<file path="src/rtl/wb_pkg.sv">
// Shared encodings and entry layout for the writeback stage.
// Datapath is fixed at 32 bits with 5-bit register addresses.
package wb_pkg;
    localparam int WB_DW = 32;
    localparam int WB_AW = 5;

    localparam logic [1:0] WB_SEL_ALU  = 2'd0;
    localparam logic [1:0] WB_SEL_LOAD = 2'd1;
    localparam logic [1:0] WB_SEL_LINK = 2'd2;

    localparam logic [2:0] LD_LB  = 3'd0;
    localparam logic [2:0] LD_LBU = 3'd1;
    localparam logic [2:0] LD_LH  = 3'd2;
    localparam logic [2:0] LD_LHU = 3'd3;
    localparam logic [2:0] LD_LW  = 3'd4;

    localparam logic [WB_DW-1:0] LINK_OFFSET = 32'd8;

    typedef enum logic [1:0] {
        OCC_EMPTY = 2'd0,
        OCC_ONE   = 2'd1,
        OCC_TWO   = 2'd2
    } occ_t;

    typedef struct packed {
        logic             reg_write;
        logic [WB_AW-1:0] dst;
        logic [WB_DW-1:0] data;
        logic             misalign;
    } entry_t;
endpackage

</file>
<file path="src/rtl/wb_load_align.sv">
// Little-endian load lane select with sign/zero extension and alignment check.
// Purely combinational; no backpressure.
module wb_load_align
    import wb_pkg::*;
(
    input  logic [2:0]  ld_type,
    input  logic [1:0]  addr,
    input  logic [31:0] raw,
    output logic [31:0] data,
    output logic        misalign
);
    logic [7:0]  byte_v;
    logic [15:0] half_v;

    always_comb begin
        byte_v   = raw[{addr, 3'b000} +: 8];
        half_v   = addr[1] ? raw[31:16] : raw[15:0];
        data     = raw;
        misalign = 1'b0;
        case (ld_type)
            LD_LB:   data = {{24{byte_v[7]}}, byte_v};
            LD_LBU:  data = {24'd0, byte_v};
            LD_LH: begin
                data     = {{16{half_v[15]}}, half_v};
                misalign = addr[0];
            end
            LD_LHU: begin
                data     = {16'd0, half_v};
                misalign = addr[0];
            end
            // LW and every unassigned encoding load the whole word
            default: begin
                data     = raw;
                misalign = (addr != 2'b00);
            end
        endcase
    end
endmodule

</file>
<file path="src/rtl/wb_stage.sv">
// Writeback stage: 2-entry skid buffer feeding the register file write port; define WB_FWD_EN for the RF bypass.
// Latency 1 cycle from accept to write; mem_ready is a flop that drops while both entries are full.
module wb_stage
    import wb_pkg::*;
#(
    parameter int DW    = 32,
    parameter int AW    = 5,
    parameter int CNT_W = 32
) (
    input  logic             elk,
    input  logic             nrst,
    input  logic             mem_valid,
    output logic             mem_ready,
    input  logic             mem_reg_write,
    input  logic [AW-1:0]    mem_dst,
    input  logic [1:0]       mem_wb_sel,
    input  logic [2:0]       mem_ld_type,
    input  logic [DW-1:0]    mem_alu_res,
    input  logic [DW-1:0]    mem_load_data,
    input  logic [DW-1:0]    mem_pc,
    input  logic             wb_hold,
    output logic             wr_en,
    output logic [AW-1:0]    wr_addr,
    output logic [DW-1:0]    wr_data,
    output logic             misalign_err,
`ifdef WB_FWD_EN
    input  logic [AW-1:0]    fwd_addrA,
    input  logic [AW-1:0]    fwd_addrB,
    input  logic [DW-1:0]    rf_dataA,
    input  logic [DW-1:0]    rf_dataB,
    output logic [DW-1:0]    fwd_dataA,
    output logic [DW-1:0]    fwd_dataB,
`endif
    output logic [CNT_W-1:0] retire_cnt
);
    occ_t        state, state_nxt;
    entry_t      head, skid, new_entry;
    logic        head_valid, accept, retire;
    logic        load_head, load_skid, head_from_skid;
    logic [31:0] ld_data;
    logic        ld_mis;

    wb_load_align u_align (
        .ld_type  (mem_ld_type),
        .addr     (mem_alu_res[1:0]),
        .raw      (mem_load_data),
        .data     (ld_data),
        .misalign (ld_mis)
    );

    always_comb begin
        new_entry.reg_write = mem_reg_write;
        new_entry.dst       = mem_dst;
        new_entry.data      = mem_alu_res;
        new_entry.misalign  = 1'b0;
        case (mem_wb_sel)
            WB_SEL_LOAD: begin
                new_entry.data     = ld_data;
                new_entry.misalign = ld_mis;
            end
            WB_SEL_LINK: new_entry.data = mem_pc + LINK_OFFSET;
            default:     new_entry.data = mem_alu_res;
        endcase
    end

    assign head_valid = (state != OCC_EMPTY);
    assign accept     = mem_valid & mem_ready;
    assign retire     = head_valid & ~wb_hold;

    always_comb begin
        state_nxt      = state;
        load_head      = 1'b0;
        load_skid      = 1'b0;
        head_from_skid = 1'b0;
        case (state)
            OCC_EMPTY: begin
                if (accept) begin
                    state_nxt = OCC_ONE;
                    load_head = 1'b1;
                end
            end
            OCC_ONE: begin
                if (accept && retire) begin
                    load_head = 1'b1;
                end else if (accept) begin
                    state_nxt = OCC_TWO;
                    load_skid = 1'b1;
                end else if (retire) begin
                    state_nxt = OCC_EMPTY;
                end
            end
            OCC_TWO: begin
                // mem_ready is low here, so the only event is the head retiring
                if (retire) begin
                    state_nxt      = OCC_ONE;
                    head_from_skid = 1'b1;
                end
            end
            default: state_nxt = OCC_EMPTY;
        endcase
    end

    always_ff @(posedge elk) begin
        if (!nrst) begin
            state     <= OCC_EMPTY;
            mem_ready <= 1'b1;
        end else begin
            state     <= state_nxt;
            mem_ready <= (state_nxt != OCC_TWO);
        end
    end

    always_ff @(posedge elk) begin
        if (!nrst) begin
            head <= '0;
            skid <= '0;
        end else begin
            if (load_head) begin
                head <= new_entry;
            end else if (head_from_skid) begin
                head <= skid;
            end
            if (load_skid) begin
                skid <= new_entry;
            end
        end
    end

    always_ff @(posedge elk) begin
        if (!nrst) begin
            misalign_err <= 1'b0;
            retire_cnt   <= '0;
        end else if (retire) begin
            misalign_err <= misalign_err | head.misalign;
            retire_cnt   <= retire_cnt + {{(CNT_W-1){1'b0}}, 1'b1};
        end
    end

    assign wr_en   = head_valid & head.reg_write & (head.dst != '0) & ~head.misalign & ~wb_hold;
    assign wr_addr = head.dst;
    assign wr_data = head.data;

`ifdef WB_FWD_EN
    assign fwd_dataA = (wr_en && (wr_addr == fwd_addrA)) ? wr_data : rf_dataA;
    assign fwd_dataB = (wr_en && (wr_addr == fwd_addrB)) ? wr_data : rf_dataB;
`endif
endmodule

</file>
<file path="config.mk">
export PLATFORM = sky130hd
export DESIGN_NAME = wb_stage
export DESIGN_NICKNAME = d
export VERILOG_FILES = /design/src/rtl/wb_pkg.sv /design/src/rtl/wb_load_align.sv /design/src/rtl/wb_stage.sv
export SDC_FILE = /design/constraint.sdc
export NUM_CORES = 1
export LEC_CHECK = 0
export BUFFER_PORTS_ARGS = -buffer_cell sky130_fd_sc_hd__buf_2
export CORE_ASPECT_RATIO = 0.8
export CORE_MARGIN = 3
export CORE_UTILIZATION = 31
export CTS_BUF_LIST = sky130_fd_sc_hd__clkbuf_16
export DETAILED_ROUTE_END_ITERATION = 8
export PLACE_DENSITY = 0.52
export SETUP_SLACK_MARGIN = 0.1
export SKIP_CTS_REPAIR_TIMING = 1
export SLEW_MARGIN = 25
export SYNTH_ARGS = -nofsm -noshare
export SYNTH_HDL_FRONTEND = slang
export SYNTH_SLANG_ARGS = --single-unit
</file>
<file path="constraint.sdc">
create_clock -name elk -period 3.2 [get_ports elk]
set_input_delay 0.64 -clock elk [delete_from_list [all_inputs] [get_ports elk]]
set_output_delay 0.64 -clock elk [all_outputs]
set_load 0.01 [all_outputs]
</file>
# Yosys cells after proc, flatten, opt, wreduce, memory -nomap -nowiden

Cells that the tools add are included.

Word-level logic and storage cells: 61
Register bits: 114
Output and inout port bits: 72
Input bits: 111

Reduce and logical (&&, ||, !) cells: 9
Bitwise gates (word level): 9
$add $sub $neg: 2
Mux-type cells: 20
Equal/unequal tests: 8
Shift-type cells: 1

Operator list:

| cell                  | count |
|---|---|
| $pmux 32 s4           | 1 |
| $mux 39               | 2 |
| $pmux 32 s2           | 1 |
| $add 32x1->32 const B | 1 |
| $add 32x4->32 const B | 1 |
| $shiftx 32x6->8       | 1 |
| $mux 16               | 1 |
| $mux 2                | 5 |
| $mux 1                | 7 |
| $and 1x1->1           | 6 |
| $eq 3x2->1 const B    | 2 |
| $pmux 2 s3            | 1 |
| $reduce_bool 2->1     | 3 |
| $reduce_bool 5->1     | 1 |
| $eq 2x1->1 const B    | 2 |
| $eq 2x2->1 const B    | 2 |
| $pmux 1 s2            | 2 |
| $reduce_or 2->1       | 2 |
| $eq 3x1->1 const B    | 1 |
| $logic_not 3->1       | 1 |
| $logic_not 2->1       | 1 |
| $ne 2x2->1 const B    | 1 |
| $not 1->1             | 2 |
| $logic_and 1x1->1     | 1 |
| $or 1x1->1            | 1 |

# Depth between registers and ports, before layout

Gate-level depths: netlist of the first run.

Word-level depth: 7
Gate-level depth with buffers: 10
Mapped depth without buffers: 8

# Hierarchy

A second synthesis of the first run with hierarchy kept.

Cell total of the unflattened synthesis: 911
Area total of the unflattened synthesis: 6,906.6 um^2

By module, submodules not included:

| module        | cells each | sequential area each (um^2) | area an instance (um^2) | times used |
|---|---|---|---|---|
| wb_stage      | 782        | 2,282.2                     | 6,150.9                 | 1 |
| wb_load_align | 129        | 0.0                         | 755.7                   | 1 |

# Least setup slack after synthesis of the first run

OpenSTA, ideal clock, no wires.

Path kind: input-to-reg
Start: input mem_pc[3]
End: register skid[20] in the netlist's numbering
Arrival time: 2.307 ns
Stages on the path: 7
Library setup time: 0.129 ns
Path buffers: 0
Setup slack: 0.764 ns
Required time: 3.071 ns
Cells stage by stage: ha_1 > nand4_1 > nor4_1 > nand2_1 > xnor2_1 > a2111oi_0 > nor2_1

Word-level cells in the longest chain between the ends: 2

RTL lines:

| what                 | RTL line        | source |
|---|---|---|
| start, declared      | wb_stage.sv:20  | `input logic [DW-1:0] mem_pc,` |
| $add 32x4->32        | wb_stage.sv:61  | `WB_SEL_LINK: new_entry.data = mem_pc + LINK_OFFSET;` |
| $pmux 32 s2          | wb_stage.sv:56  | `case (mem_wb_sel)` |
| end signal, assigned | wb_stage.sv:124 | `skid <= new_entry;` |
| end, declared        | wb_stage.sv:37  | `entry_t head, skid, new_entry;` |

Every way passes these cells.
A chain may end at the register's enable or synchronous reset.

# Worst setup path in the final report of the first run

Start: input mem_pc[3]
End: register skid[30] in the netlist's numbering

Same word-level chain as after synthesis.

==> impl_metrics.toml, run 1 <==
[synthesis]
synthesis.area_um2 = 7010
avgSynthCellArea_um2 = 7.94
synthTopCellsByArea = "dfxtp_1 (33%), xnor2_1 (5.0%), nand2_1 (4.9%)"
synth_top_flop_cell = "dfxtp_1"
yosys.area.top_type = "dfxtp_1"
yosysSeqAreaShare = 0.326
yosysMostFrequentCell = "dfxtp_1"
yosys_warnings = 0
synth_enable_flop_cells = 0
synth_cell_types = 67
synthCells = 883
synth_top_cells_by_count = "dfxtp_1 (114), nand2_1 (92), nand3_1 (64)"
async_flop_share = 0
ys_ff_latch = 114
syn_nets = 998
synth.top_cell.area_share = 0.326

[power]
vdd_drop_max_uv = 380
p_per_area_nw_per_um2 = 503
p_leak_nw = 3.60
power.total_mw = 4.31

[timing]
hold_viol_final = 0
worst_slew_pin_slew_ns = 0.711
rsz0062_at_grt = "no"
fin_hold_ws_ns = 0.463
maxSlewViolCount = 0
slew_headroom = 0.520
fin_ws_ns = 0.886
fin_skew_ns = 0.00995
setup_viol = 0
fin_tns_setup_ns = 0
max_freq_mhz = 432
fin_crit_ns = 2.31
finalCritPeriodShare = 0.723

[clock_tree]
clockBufferDepth = 2
clk_pin_slew_ns = 0.06
htree_levels = 4
clock-sinks = 114
clock-root-buffer = "clkbuf_16"
clkLatencyLatePin_ns = 0.42
cts_made_buffers = 17
cts_tree = "built"

[route]
firstDrtPassIters = 5
ant_nets = 0
remaining_drc_errors = 0
drt-initial-drc-count = 697
vias_per_cell = 5.41
vias = 7161
wl_um = 25600
wl_per_cell_um = 19.3

[finish]
multi_input_area_um2 = 4120
ff_latch_area_um2 = 2280
instances_no_fill = 1324
area_growth_pct = 22.2
n_antenna_cell = 0
fin_nets = 1126
drive_above_1_share = 0.246
filler_cell_count = 2373

[placement]
place_congestion = 0.936
io_buffers = 182
place_inst = 1292
post-place-ws_ns = 0.507
hpwl_um = 18900

[setup_path]
reg2reg_from = "state[0]$_SDFF_PN0_"
worst-path-max-fanout = 7
worst_setup_path_end_kind = "flop"
startpoint_type = "input pin"
setup.worst_path.start = "mem_pc[3]"
crit_required_ns = 3.48
worst-setup-path-type = "in -> reg"
cp.arrival_ns = 2.59

[min_path]
hold_class = "reg -> reg"
min_from = "skid[0]$_SDFFE_PN0P_"

[floorplan]
dieArea_um2 = 24500
die_w_um = 174
initial_utilization = 0.321
core_area_um2 = 21900
row_count = 48
io_pins = 183
die_h_um = 140

[global_route]
grt_use_total = 0.204
grt_antenna_before_repair = 1
grt_max_degree = 57
grt_pass1_wl_um = 39200
grt_overflow = 0
grt_pass1_vias = 6595

[status]
status = "complete, no violations"

[run]
cap_violations = 0
[where the power goes]
group | switching, mW | total (mW) | leakage, nW | internal (mW)
combinational | 0.483 | 0.763 | 2.39 | 0.280
clock | 0.712 | 2.01 | 0.291 | 1.29
sequential | 0.0458 | 1.54 | 0.928 | 1.49
[cells by family (layout without fill, tap and decap cells)]
family / after synthesis / count (layout) / share of synthesized area
AND/OR/NAND/NOR: 352 / 352 / 0.261
multiplexers: 13 / 13 / 0.0195
buffers and inverters: 111 / 252 / 0.0873
adder cells (fa/ha/maj): 4 / 4 / 0.00714
flip-flops: 114 / 114 / 0.326
AO/OA/AOI/OAI: 236 / 236 / 0.233
XOR/XNOR: 53 / 53 / 0.0662
[cells in the final DEF (no fill, tap or decap), types with 6 or more instances in the layout]
cell type,instances
a211o_1,6
a21boi_0,13
a21oi_1,39
a221oi_1,21
a31oi_1,10
and2_1,34
and3_1,9
and4_1,8
buf_2,181
buf_4,22
clkbuf_16,17
dfxtp_1,114
inv_1,15
mux2i_1,8
nand2_1,92
nand2b_1,22
nand3_1,64
nand4_1,19
nor2_1,46
nor2b_1,6
nor3_1,13
nor4_1,6
o211a_1,15
o211ai_1,18
o21ai_0,60
o22ai_1,17
or3_1,18
xnor2_1,40
xor2_1,13
[critical path, cell delays in order]
cell and delay [ns]:
buf_2 0.12, ha_1 0.21, nand4_1 0.28, or4_1 0.66, nor3_1 0.23, xnor2_1 0.18, a2bb2oi_1 0.17, a21oi_1 0.08
[through the flow]
| stage | utilization | instance area (um^2) |
|---|---|---|
| after global routing | 0.392 | 8560 |
| after global placement | 0.363 | 7950 |
| after CTS | 0.392 | 8560 |
| after floorplan | - | 7010 |
| after detailed placement | 0.363 | 7950 |
| final | 0.392 | 8560 |
[layout make-up]
cell class	instances	share of cell area
Clock buffer	17	0.0497
Clock inverter	15	0.0225
Inverter	15	0.00657
Multi-Input combinational cell	658	0.481
Sequential cell	114	0.266
Tap cell	300	0.0438
Timing Repair Buffer	205	0.130
[path summary, 6_finish.rpt]
path	end	slack [ns]	cells past startpoint
worst min-delay path	skid[0]$_SDFFE_PN0P_	0.46	2
worst min register to register	skid[0]$_SDFFE_PN0P_	0.46	2
worst max-delay path	skid[30]$_SDFFE_PN0P_	0.89	8
worst max register to register	retire_cnt[27]$_SDFFE_PN0P_	0.99	6
[sequential cells by signal, summed over array words and instances (netlist names)]
name          cells
retire_cnt       32
skid             39
misalign_err      1
head              2
wr_addr           5
state             2
wr_data          32
mem_ready         1
[routing by layer]
layer	part of all wire	GRT usage	wire [um]
met4	0.011	0.0478	273
met2	0.43	0.302	11000
met1	0.49	0.304	12600
met3	0.067	0.0412	1700
met5	0.00047	0	12
Note: power is estimated with default switching activity, not from simulation.
==> run 2: changes to the inputs <==
- clock period: 3.2 -> 2.2 ns (I/O delays scaled with it)
==> run 2 against run 1 <==
Compared with the run above:
- combinational power grew 63%
- clock power grew 39%
- worst hold slack lost 0.17 ns
- critical path depth shrank 3
- via count grew 3.2%
- critical path type is now reg -> out
==> impl_metrics.toml, run 2 (same netlist as run 1, synthesis figures left out) <==
[status]
status = "complete, no violations"

[route]
ant_nets = 0
firstDrtPassIters = 5
remaining_drc_errors = 0
wl_per_cell_um = 18.6
vias = 7391
wl_um = 26100
vias_per_cell = 5.28
drt-initial-drc-count = 704

[setup_path]
crit_required_ns = 1.76
worst-path-max-fanout = 5
setup.worst_path.start = "state[1]$_SDFF_PN0_"
reg2reg_from = "retire_cnt[10]$_SDFFE_PN0P_"
cp.arrival_ns = 1.57
startpoint_type = "flop"
worst_setup_path_end_kind = "output port"
worst-setup-path-type = "reg -> out"

[timing]
setup_viol = 0
fin_ws_ns = 0.190
max_freq_mhz = 497
fin_hold_ws_ns = 0.289
worst_slew_pin_slew_ns = 0.474
finalCritPeriodShare = 0.914
maxSlewViolCount = 0
fin_skew_ns = 0.0141
fin_crit_ns = 2.01
slew_headroom = 0.682
fin_tns_setup_ns = 0
rsz0062_at_grt = "yes"
hold_viol_final = 0

[clock_tree]
htree_levels = 4
cts_made_buffers = 17
clock-sinks = 114
cts_tree = "built"
clk_pin_slew_ns = 0.06
clockBufferDepth = 2
clkLatencyLatePin_ns = 0.42
clock-root-buffer = "clkbuf_16"

[placement]
io_buffers = 182
place_inst = 1370
place_congestion = 0.941
hpwl_um = 19900
place_area_um2 = 8580
post-place-ws_ns = -0.215

[power]
power.share.clock = 0.446
p_int_mw = 4.46
swShare = 0.290
power.switching_mw = 1.82
p_seq_frac = 0.356
power.total_mw = 6.27
p_comb_frac = 0.198
vdd_drop_max_uv = 513
p_per_area_nw_per_um2 = 684
p_leak_nw = 3.98

[min_path]
hold_class = "in -> reg"
min_from = "mem_dst[4]"

[finish]
final_common_cell = "buf_2"
top_register = "skid"
fin_nets = 1204
final_util = 0.420
area_growth_pct = 30.9
drive_above_1_share = 0.303
fin_area_um2 = 9180
layout_common_cells = "buf_2 (181), dfxtp_1 (112), buf_4 (97), nand2_1 (92), nand3_1 (64)"
instances_no_fill = 1401
n_antenna_cell = 0
largest_reg_flops = 39

[global_route]
grt_overflow = 0
grt_use_total = 0.210
grt_antenna_before_repair = 0
grt_pass1_vias = 6801
grt_pass1_wl_um = 40000
grt_max_degree = 69

[floorplan]
die_w_um = 174
dieArea_um2 = 24500
die_h_um = 140
initial_utilization = 0.321
row_count = 48
core_area_um2 = 21900
io_pins = 183

[run]
cap_violations = 0
## run 2: area by class of cell
| cell class | count | area (um^2) |
|---|---|---|
| Fill cell | 2314 | 12700 |
| Multi-Input combinational cell | 658 | 4140 |
| Sequential cell | 114 | 2280 |
| Timing Repair Buffer | 283 | 1730 |
| Clock buffer | 17 | 425 |
| Tap cell | 300 | 375 |
| Clock inverter | 14 | 166 |
| Inverter | 15 | 56.3 |
## run 2: worst max-delay path, stage by stage, from the launching register on
cell and delay [ns]:
dfxtp_1 0.40, o21ba_4 0.21, buf_4 0.15, nand3b_1 0.11, a21oi_1 0.14, buf_2 0.15
## run 2: worst paths after layout
check | cells after the start | to | slack [ns]
hold / removal | 3 | skid[37]$_SDFFE_PN0P_ | 0.29
setup / recovery | 5 | wr_en | 0.19
setup reg to reg | 6 | retire_cnt[26]$_SDFFE_PN0P_ | 0.28
hold reg to reg | 2 | skid[36]$_SDFFE_PN0P_ | 0.46
## run 2: layer usage
layer  wire length (um)  GRT usage  vias to the layer above
li1                   -          -                     3595
met1              13000      0.311                     3497
met2              11200      0.306                      266
met3               1520     0.0366                       33
met4                421     0.0668                        0
met5                  0          0                        -
## run 2: power by group through the flow
stage / combinational [mW] / sequential (mW) / clock (mW)
floorplan: 0.725 / 2.26 / 0
global placement: 1.23 / 2.28 / 0
detailed placement: 1.23 / 2.28 / 0
CTS: 1.24 / 2.24 / 2.86
global route: 1.35 / 2.25 / 2.97
finish: 1.24 / 2.24 / 2.80
